**src/rtl/triangle_feeder.sv**
```systemverilog
// Walks a vertex ROM once per frame request and offers each assembled triangle to the
// rasterizer over a valid/ready handshake, bracketed by new_frame and obj_done pulses.
module triangle_feeder #(
   parameter int NUM_TRIS  = 12,
   parameter int VERT_W    = 9,
   parameter int ADDR_W    = 8,
   parameter int BASE_ADDR = 0,
   parameter int MEM_LAT   = 2
) (
   input  logic                  clk_in,
   input  logic                  rst_in,
   input  logic                  frame_start_in,
   output logic [ADDR_W-1:0]     vert_addr_out,
   input  logic [3*VERT_W-1:0]   vert_data_in,
   output logic [VERT_W-1:0]     vert1 [2:0],
   output logic [VERT_W-1:0]     vert2 [2:0],
   output logic [VERT_W-1:0]     vert3 [2:0],
   output logic                  valid_tri,
   input  logic                  tri_ready_in,
   output logic                  new_frame,
   output logic                  obj_done,
   output logic                  busy_out
);

   localparam int TW = (NUM_TRIS > 0) ? $clog2(NUM_TRIS + 1) : 1;
   localparam int CW = $clog2(MEM_LAT + 3);
   localparam logic [TW-1:0] LAST_T   = TW'((NUM_TRIS > 0) ? NUM_TRIS - 1 : 0);
   localparam logic [CW-1:0] CAP_LAST = CW'(MEM_LAT + 2);

   localparam logic [2:0] S_IDLE    = 3'd0;
   localparam logic [2:0] S_NEWF    = 3'd1;
   localparam logic [2:0] S_FETCH   = 3'd2;
   localparam logic [2:0] S_PRESENT = 3'd3;
   localparam logic [2:0] S_DONE    = 3'd4;

   logic [2:0]                     state_q, state_d;
   logic [TW-1:0]                  tri_q, tri_d;
   logic [CW-1:0]                  cyc_q, cyc_d;
   logic [ADDR_W-1:0]              addr_q, addr_d;
   logic [2:0][2:0][VERT_W-1:0]    vert_q, vert_d;
   logic                           valid_q, valid_d;
   logic                           new_frame_q, new_frame_d;
   logic                           obj_done_q, obj_done_d;
   logic                           busy_q, busy_d;

   always_comb begin
      state_d     = state_q;
      tri_d       = tri_q;
      cyc_d       = cyc_q;
      addr_d      = addr_q;
      vert_d      = vert_q;
      valid_d     = 1'b0;
      new_frame_d = 1'b0;
      obj_done_d  = 1'b0;

      unique case (state_q)
         S_IDLE: begin
            if (frame_start_in) begin
               state_d     = S_NEWF;
               new_frame_d = 1'b1;
            end
         end
         S_NEWF: begin
            tri_d = '0;
            if (NUM_TRIS == 0) begin
               state_d    = S_DONE;
               obj_done_d = 1'b1;
            end else begin
               state_d = S_FETCH;
               cyc_d   = '0;
               addr_d  = ADDR_W'(BASE_ADDR);
            end
         end
         S_FETCH: begin
            // cyc_q counts cycles since the first address; word k lands MEM_LAT after address k
            cyc_d = cyc_q + CW'(1);
            if (cyc_q < CW'(2)) begin
               addr_d = addr_q + ADDR_W'(1);
            end
            for (int k = 0; k < 3; k++) begin
               if (cyc_q == CW'(MEM_LAT + k)) begin
                  vert_d[k] = vert_data_in;
               end
            end
            if (cyc_q == CAP_LAST) begin
               state_d = S_PRESENT;
               valid_d = 1'b1;
            end
         end
         S_PRESENT: begin
            if (tri_ready_in) begin
               if (tri_q == LAST_T) begin
                  state_d    = S_DONE;
                  obj_done_d = 1'b1;
               end else begin
                  state_d = S_FETCH;
                  tri_d   = tri_q + TW'(1);
                  cyc_d   = '0;
                  addr_d  = addr_q + ADDR_W'(1);
               end
            end else begin
               valid_d = 1'b1;
            end
         end
         S_DONE: begin
            state_d = S_IDLE;
         end
         default: begin
            state_d = S_IDLE;
         end
      endcase

      busy_d = (state_d != S_IDLE);
   end

   always_ff @(posedge clk_in or negedge rst_in) begin
      if (!rst_in) begin
         state_q     <= S_IDLE;
         tri_q       <= '0;
         cyc_q       <= '0;
         addr_q      <= '0;
         vert_q      <= '0;
         valid_q     <= 1'b0;
         new_frame_q <= 1'b0;
         obj_done_q  <= 1'b0;
         busy_q      <= 1'b0;
      end else begin
         state_q     <= state_d;
         tri_q       <= tri_d;
         cyc_q       <= cyc_d;
         addr_q      <= addr_d;
         vert_q      <= vert_d;
         valid_q     <= valid_d;
         new_frame_q <= new_frame_d;
         obj_done_q  <= obj_done_d;
         busy_q      <= busy_d;
      end
   end

   assign vert_addr_out = addr_q;
   assign valid_tri     = valid_q;
   assign new_frame     = new_frame_q;
   assign obj_done      = obj_done_q;
   assign busy_out      = busy_q;

   generate
      for (genvar gi = 0; gi < 3; gi++) begin : g_vert_out
         assign vert1[gi] = vert_q[0][gi];
         assign vert2[gi] = vert_q[1][gi];
         assign vert3[gi] = vert_q[2][gi];
      end
   endgenerate

endmodule

```
**config.mk**
```make
export PLATFORM = sky130hd
export DESIGN_NAME = triangle_feeder
export DESIGN_NICKNAME = d
export VERILOG_FILES = /design/src/rtl/triangle_feeder.sv
export SDC_FILE = /design/constraint.sdc
export NUM_CORES = 1
export LEC_CHECK = 0
export BUFFER_PORTS_ARGS = -buffer_cell sky130_fd_sc_hd__buf_2
export CORE_ASPECT_RATIO = 0.7
export CORE_MARGIN = 8
export CORE_UTILIZATION = 55
export DETAILED_ROUTE_END_ITERATION = 6
export GPL_ROUTABILITY_DRIVEN = 0
export HOLD_SLACK_MARGIN = 0.15
export PLACE_DENSITY = 0.84
export SLEW_MARGIN = 30
export SYNTH_ARGS = -nofsm -noshare
export SYNTH_HDL_FRONTEND = slang
export SYNTH_SLANG_ARGS = --single-unit
```
**constraint.sdc**
```tcl
create_clock -name clk_in -period 4.7 [get_ports clk_in]
set_input_delay 0.235 -clock clk_in [delete_from_list [all_inputs] [get_ports clk_in]]
set_output_delay 0.235 -clock clk_in [all_outputs]
set_load 0.02 [all_outputs]
```
# After elaboration in Yosys (flattened, before gate mapping)
# Cells that the tools add are included.
# W data, S select, Z words.
# word_totals
out_inout_bits	93
ff_bits	103
inputBits	31
wordCells	64
romBits	0
latchBits	0
mem_bits_rw	0
mem_count	0
# classes
bitwise_logic	0
eq_ne	10
reduce_logical	10
n_mux	23
n_shift	0
n_addsub	3
n_mul	0
magnitude_cmp	1
div_mod_pow	0
# op_table
op	count
$mux W8	3
$pmux W8 S3	1
$mux W3	6
$eq A3 B2 Y1 const B	4
$pmux W3 S4	1
$pmux W3 S3	1
$add A8 B1 Y8 const B	1
$mux W4	2
$pmux W4 S2	1
$mux W1	7
$ne A2 B2 Y1 const B	3
$reduce_and A2 Y1	3
$reduce_and A3 Y1	2
$reduce_bool A3 Y1	2
$add A4 B1 Y4 const B	1
$eq A4 B4 Y1 const B	1
$reduce_and A4 Y1	1
$add A3 B1 Y3 const B	1
$eq A3 B1 Y1 const B	1
$eq A3 B3 Y1 const B	1
$logic_not A3 Y1	1
$lt A3 B2 Y1 const B	1
$pmux W1 S2	1
$reduce_bool A2 Y1	1

# Longest topological paths before layout
# Gate-level depths: netlist (run 1).
# depth
ltp_word	5
ltp_mapped	8
mapped_depth_nobuf	6

# Worst setup path after synthesis (run 1)
# OpenSTA, ideal clock, no wires.
# synth_timing
kind	flip-flop to flip-flop
from	reg state_q[2]
to	reg vert_q, in the netlist vert3[0]
arrival_ns	1.623
setup_ns	0.125
period_less_slack_ns	1.747
n_path_buf	3
stages_incl_launch_ff	9
path_slack_ns	2.953
required_ns	4.575
cell_sequence	dfrtp_1 buf_4 inv_2 nand2_1 nor2_1 and3_1 buf_4 buf_4 mux2_2
# synth_via
elab_chain_len	2
# synth_rtl
item	line_no	source
from (decl)	36	logic [2:0] state_q, state_d;
from (signal assigned)	128	state_q <= state_d;
$eq A3 B2 Y1	56	unique case (state_q)
$reduce_and A2 Y1 (no line)	-	
to (signal assigned)	132	vert_q <= vert_d;
to (decl)	40	logic [2:0][2:0][VERT_W-1:0] vert_q, vert_d;
# Every way passes these cells.
# A chain may end at the register's enable or synchronous reset.

# Worst setup path in the final report (run 1)
# layout_timing
from	reg state_q[1]
to	reg vert_q, in the netlist vert3[24]
# The elaborated chain is that of the path after synthesis.

==> impl_metrics.yaml, run 1 <==
outcome:
  status: "complete, no violations"
drt:
  detail-route-antenna-nets: 0
  drc: 0
  drtPass1Iterations: 4
  vias: 2844
  wl_per_cell_um: 17.4
  drtIter0Drc: 144
  vias_per_cell: 5.22
  drt_wl_total_um: 9500
clock_tree:
  postCtsResizedCells: 0
  insertion_delay_ps: 350
  cts.sinks: 103
  cts_inserted_buffers: 9
  h-tree-depth: 3
  clockBufferDepth: 2
  cts.clk_slew.worst_paths_ps: 100
  cts_root_buffer: "clkbuf_8"
  cts_tree: "yes"
job:
  cap_viol_max_count: 0
sta:
  rsz0062_at_grt: "no"
  skew_ps: 7.27
  fin_setup_tns_ps: 0
  whs_ps: 183
  min_period_ps: 2440
  fmax_mhz: 411
  worst_pin_slew_ps: 777
  post-route-period-util_pct: 51.8
  finalSetupViolCount: 0
  final_hold_viol_count: 0
  slew_headroom_pct: 48.2
  slew_violations: 0
synth:
  avgSynthCellArea_sq_um: 14.3
  ys_types: 36
  synthTopCellsByArea: "dfrtp_1, mux2_2, ha_1"
  ys_warn_count: 0
  syn_nets: 327
  synth-seq-cells: 103
  netlist.area_leader.share_pct: 62.4
  yosysTopAreaCell: "dfrtp_1"
  netlist_area_sq_um: 4130
  synth_seq_area_share_pct: 62.4
  netlist_instances: 290
floorplanning:
  core_area_sq_um: 7290
  start_util_pct: 56.7
  die_area_sq_um: 10600
  die_w_um: 120
  die_h_um: 88.5
  rows: 26
  io_pins: 124
placed_design:
  hpwl_um: 6700
  dp_cells: 502
  dpl_cell_area_sq_um: 4820
  io_buffers: 123
layout:
  synthToLayoutAreaGrowth_pct: 29.4
  final_cell_mix: "buf_2, dfrtp_1, mux2_2, dlygate4sd3_1"
  final_design_area_no_fill_sq_um: 5350
  final_cell_count_no_fill: 545
  layout-drive-gt1-share_pct: 51.5
  layout_commonest_cell: "buf_2"
  finalNetCount: 479
  diodes: 0
setup_path:
  end_kind: "flop"
  endpoint: "vert3[24]$_DFFE_PN0P_"
  crit_path_start_kind: "flop"
  cpPeakStageDelay_ps: 620
  worst-path-stages: 5
  r2r_slack_ps: 2260
  crit_chain: "nand2_1 -> nor2_1 -> and3_1 -> buf_4 -> mux2_2"
  reg2reg_from: "state_q[1]$_DFF_PN0_"
  crit_slowest_cell: "and3_1"
  path_delay_family: "simple AND/OR/NAND/NOR gates"
  cp_max_fo: 15
  reg2reg_depth: 5
  required_ps: 4940
  critPathKind: "reg -> reg"
  cp-startpoint: "state_q[1]$_DFF_PN0_"
  reg2reg_to: "vert3[24]$_DFFE_PN0P_"
  path_buf_inv: 1
  cp.arrival_ps: 2670
power_and_ir_drop:
  p_leak_uw: 0.00249
  worst_ir_drop_vdd_mv: 0.406
  powerDensity_nw_per_um2: 758
global_route:
  first_global_vias: 3104
  antenna_found_initial: 0
  grtUsageTotal_pct: 18.7
  grt_max_degree: 62
  grt_pass1_wl_um: 15800
  grt_overflow: 0
min_path:
  min_path_type: "in -> reg"
[power breakdown]
group | switching, uW | total, uW | leakage [uW] | internal, uW
registers | 251 | 1560 | 0.00121 | 1310
clock network | 300 | 672 | 0.000121 | 372
logic | 1030 | 1820 | 0.00116 | 786
[flip-flops by register name (all words and copies together), names as in the netlist]
| register | cells |
|---|---|
| vert1 | 27 |
| vert2 | 27 |
| vert3 | 27 |
| vert_addr_out | 8 |
| tri_q | 4 |
| cyc_q | 3 |
| state_q | 3 |
| busy_out | 1 |
| new_frame | 1 |
| obj_done | 1 |
| valid_tri | 1 |
[cell families after synthesis]
family / Yosys count / share of synthesized area (%)
buf+inv: 20 / 2.45
compound gates: 26 / 3.63
flops: 103 / 62.4
simple gates: 50 / 6.72
mux: 83 / 22.6
fa+ha+maj: 6 / 1.82
xor+xnor: 2 / 0.424
[per-stage QoR]
stage | total power [uW] | util, % | setup WS, ps
global route | 4300 | 73.4 | 2100
finish | 4050 | 73.4 | 2260
floorplan | 2770 | - | 2950
global placement | 3330 | 66.2 | 2370
detailed placement | 3400 | 66.2 | 2300
CTS | 4090 | 73.3 | 2280
[routing by layer]
| layer | wire length, um | share of wire (%) | vias to the layer above | global-route usage [%] |
|---|---|---|---|---|
| met2 | 4540 | 48 | 98 | 30.6 |
| met1 | 4030 | 42 | 1417 | 22.2 |
| met3 | 888 | 9.3 | 4 | 8.80 |
| li1 | - | - | 1325 | - |
| met5 | 0 | 0 | - | 0 |
| met4 | 48 | 0.51 | 0 | 3.95 |
[cell type report]
class | count | area (sq um)
flip-flops and latches | 103 | 2580
fillers | 491 | 1940
multi-input cells | 167 | 1450
repair buffers | 153 | 911
clock buffers | 10 | 138
well taps | 98 | 123
clock inverters | 6 | 116
inverters | 8 | 30.0
[worst min path at each step]
stage / from / end / slack [ps] / cells after the start
2_1_floorplan: rst_in / busy_out$_DFF_PN0_ / -60 / 0
3_3_place_gp: rst_in / vert1[3]$_DFFE_PN0P_ / 250 / 1
3_5_place_dp: rst_in / vert3[3]$_DFFE_PN0P_ / 260 / 1
4_1_cts: vert_data_in[20] / vert1[20]$_DFFE_PN0P_ / 150 / 2
5_1_grt: vert_data_in[20] / vert1[20]$_DFFE_PN0P_ / 150 / 2
6_report: vert_data_in[20] / vert1[20]$_DFFE_PN0P_ / 180 / 2
[worst reg2reg max path, delay by kind of cell (launching register included)]
kind,cells,cell delay [ps]
multiplexers,1,370
buffers and inverters,1,360
AND/OR/NAND/NOR,3,1010
flip-flops,1,580
[cells in the mapped netlist]
library cell	instances
a211oi_1	1
a21o_1	1
a21oi_1	10
a22oi_1	1
a31o_2	1
and2_1	1
and3_1	3
and4b_1	1
buf_2	6
buf_4	5
clkbuf_1	1
clkinv_1	1
dfrtp_1	103
ha_1	6
inv_1	6
inv_2	1
mux2_2	82
mux2i_1	1
nand2_1	10
nand2b_1	2
nand3_1	6
nand3_2	2
nand3b_1	1
nand4_1	1
nor2_1	9
nor2b_1	1
nor3_1	6
nor3_2	1
nor4b_2	1
o21ai_0	7
o21bai_1	1
o22ai_1	3
o31ai_1	1
or3_1	3
or4_1	2
xor2_1	2
[what timing repair did]
action | 4_1_cts | 5_1_grt
setup buffers | 0 | 0
hold buffers | 26 | 1
hold endpoints to repair | 112 | 1
No activity file was read; power rests on OpenSTA's default activity.
==> inputs of run 2 (changes only) <==
Settings changed: CORE_UTILIZATION 55 to 46, PLACE_DENSITY 0.84 to 0.75.
Clock period 4.7 ns to 1.95 ns, I/O delays scaled along.
==> run 2 against run 1 <==
Clock power grew to 2.9 times the previous value. Critical path depth up 1. Global-route usage decreased by 2.1 points. Critical path type unchanged. Largest cell class unchanged.
==> impl_metrics.yaml, run 2 (synthesized netlist as in run 1, its figures left out) <==
clock_tree:
  cts.clk_slew.worst_paths_ps: 70
  cts.sinks: 103
  insertion_delay_ps: 340
  h-tree-depth: 3
  clockBufferDepth: 2
  cts_root_buffer: "clkbuf_16"
  cts_tree: "yes"
  cts_inserted_buffers: 9
layout:
  synthToLayoutAreaGrowth_pct: 35.7
  diodes: 0
  layout-drive-gt1-share_pct: 52.5
  multi_input_area_sq_um: 1470
  finalNetCount: 493
  layout_commonest_cell: "buf_2"
  final_cell_mix: "buf_2, dfrtp_1, mux2_2, dlygate4sd3_1, buf_4"
  register_area_sq_um: 2580
  final_design_area_no_fill_sq_um: 5610
  fillCellCount: 663
  final_util_pct: 63.1
  final_cell_count_no_fill: 585
floorplanning:
  rows: 29
  core_area_sq_um: 8890
  io_pins: 124
  die_h_um: 95.3
  die_area_sq_um: 12300
  die_w_um: 129
  start_util_pct: 46.5
drt:
  drtPass1Iterations: 4
  wl_per_cell_um: 16.8
  drt_wl_total_um: 9800
  drc: 0
  drtIter0Drc: 129
  vias_per_cell: 4.92
  detail-route-antenna-nets: 0
  vias: 2878
sta:
  setup_slack_ps: 132
  fmax_mhz: 550
  final_hold_viol_count: 0
  rsz0062_at_grt: "no"
  post-route-period-util_pct: 93.2
  skew_ps: 5.33
  slew_headroom_pct: 70.4
  finalSetupViolCount: 0
  slew_violations: 0
  min_period_ps: 1820
  worst_pin_slew_ps: 443
  fin_setup_tns_ps: 0
setup_path:
  cp_max_fo: 8
  crit_path_start_kind: "flop"
  cp.arrival_ps: 2080
  required_ps: 2210
  end_kind: "flop"
  critPathKind: "reg -> reg"
placed_design:
  pre_cts_slack_ps: 130
  io_buffers: 123
  dp_cells: 538
  dpl_cell_area_sq_um: 4960
  hpwl_um: 6860
global_route:
  grt_overflow: 0
  first_global_vias: 3123
  grt_max_degree: 58
  grtUsageTotal_pct: 16.5
  antenna_found_initial: 0
  grt_pass1_wl_um: 15900
outcome:
  status: "complete, no violations"
power_and_ir_drop:
  powerDensity_nw_per_um2: 1830
  p_leak_uw: 0.00260
  worst_ir_drop_vdd_mv: 1.12
min_path:
  min_path_type: "in -> async"
job:
  cap_viol_max_count: 0
-- run 2: critical path: stages, from the launching register on --
cell      delay, ps
dfrtp_1         410
ha_1            220
nand3b_1        130
nand3_2         100
a21o_4          240
or4_1           500
a21oi_1         150
-- run 2: timing repair --
item                                   CTS  global route
setup endpoints to repair                0             4
endpoints found under the hold margin  189             0
hold buffers                            30             0
gates resized for setup                  0             2
setup buffers                            0             1
-- run 2: stage by stage --
| step | total power, uW | hold slack (ps) |
|---|---|---|
| after floorplan | 6680 | -198 |
| after global placement | 8150 | 41.0 |
| after detailed placement | 8300 | 49.8 |
| after CTS | 10300 | 228 |
| after global routing | 10900 | 270 |
| final | 10300 | 226 |
-- run 2: power by group --
group          total [uW]  internal (uW)  switching [uW]
clock network        1960           1200             762
logic                4580           2010            2570
registers            3750           3160             584
-- run 2: path summary, 6_finish.rpt --
kind | start | endpoint | slack [ps] | cells past startpoint
setup / recovery | tri_q[1]$_DFFE_PN0P_ | vert_addr_out[7]$_DFFE_PN0P_ | 130 | 6
hold / removal | rst_in | vert1[22]$_DFFE_PN0P_ | 230 | 2
setup reg to reg | tri_q[1]$_DFFE_PN0P_ | vert_addr_out[7]$_DFFE_PN0P_ | 130 | 6
hold reg to reg | vert3[19]$_DFFE_PN0P_ | vert3[19]$_DFFE_PN0P_ | 500 | 1
max in group asynchronous | rst_in | vert1[5]$_DFFE_PN0P_ | 1110 | 3
min in group clk_in | vert3[19]$_DFFE_PN0P_ | vert3[19]$_DFFE_PN0P_ | 500 | 1
-- run 2: per-layer routing --
layer	wire, um	GRT usage (%)	share of wire (%)
met3	918	7.60	9.4
met5	0	0	0
met2	4590	26.4	47
met1	4190	19.8	43
met4	110	4.97	1.1
-- run 2: cell type report --
| class | instances | area share (%) |
|---|---|---|
| multi-input cells | 167 | 26.1 |
| inverters | 8 | 0.535 |
| flip-flops and latches | 103 | 46.0 |
| clock buffers | 12 | 4.57 |
| well taps | 124 | 2.77 |
| repair buffers | 167 | 18.7 |
| clock inverters | 4 | 1.36 |
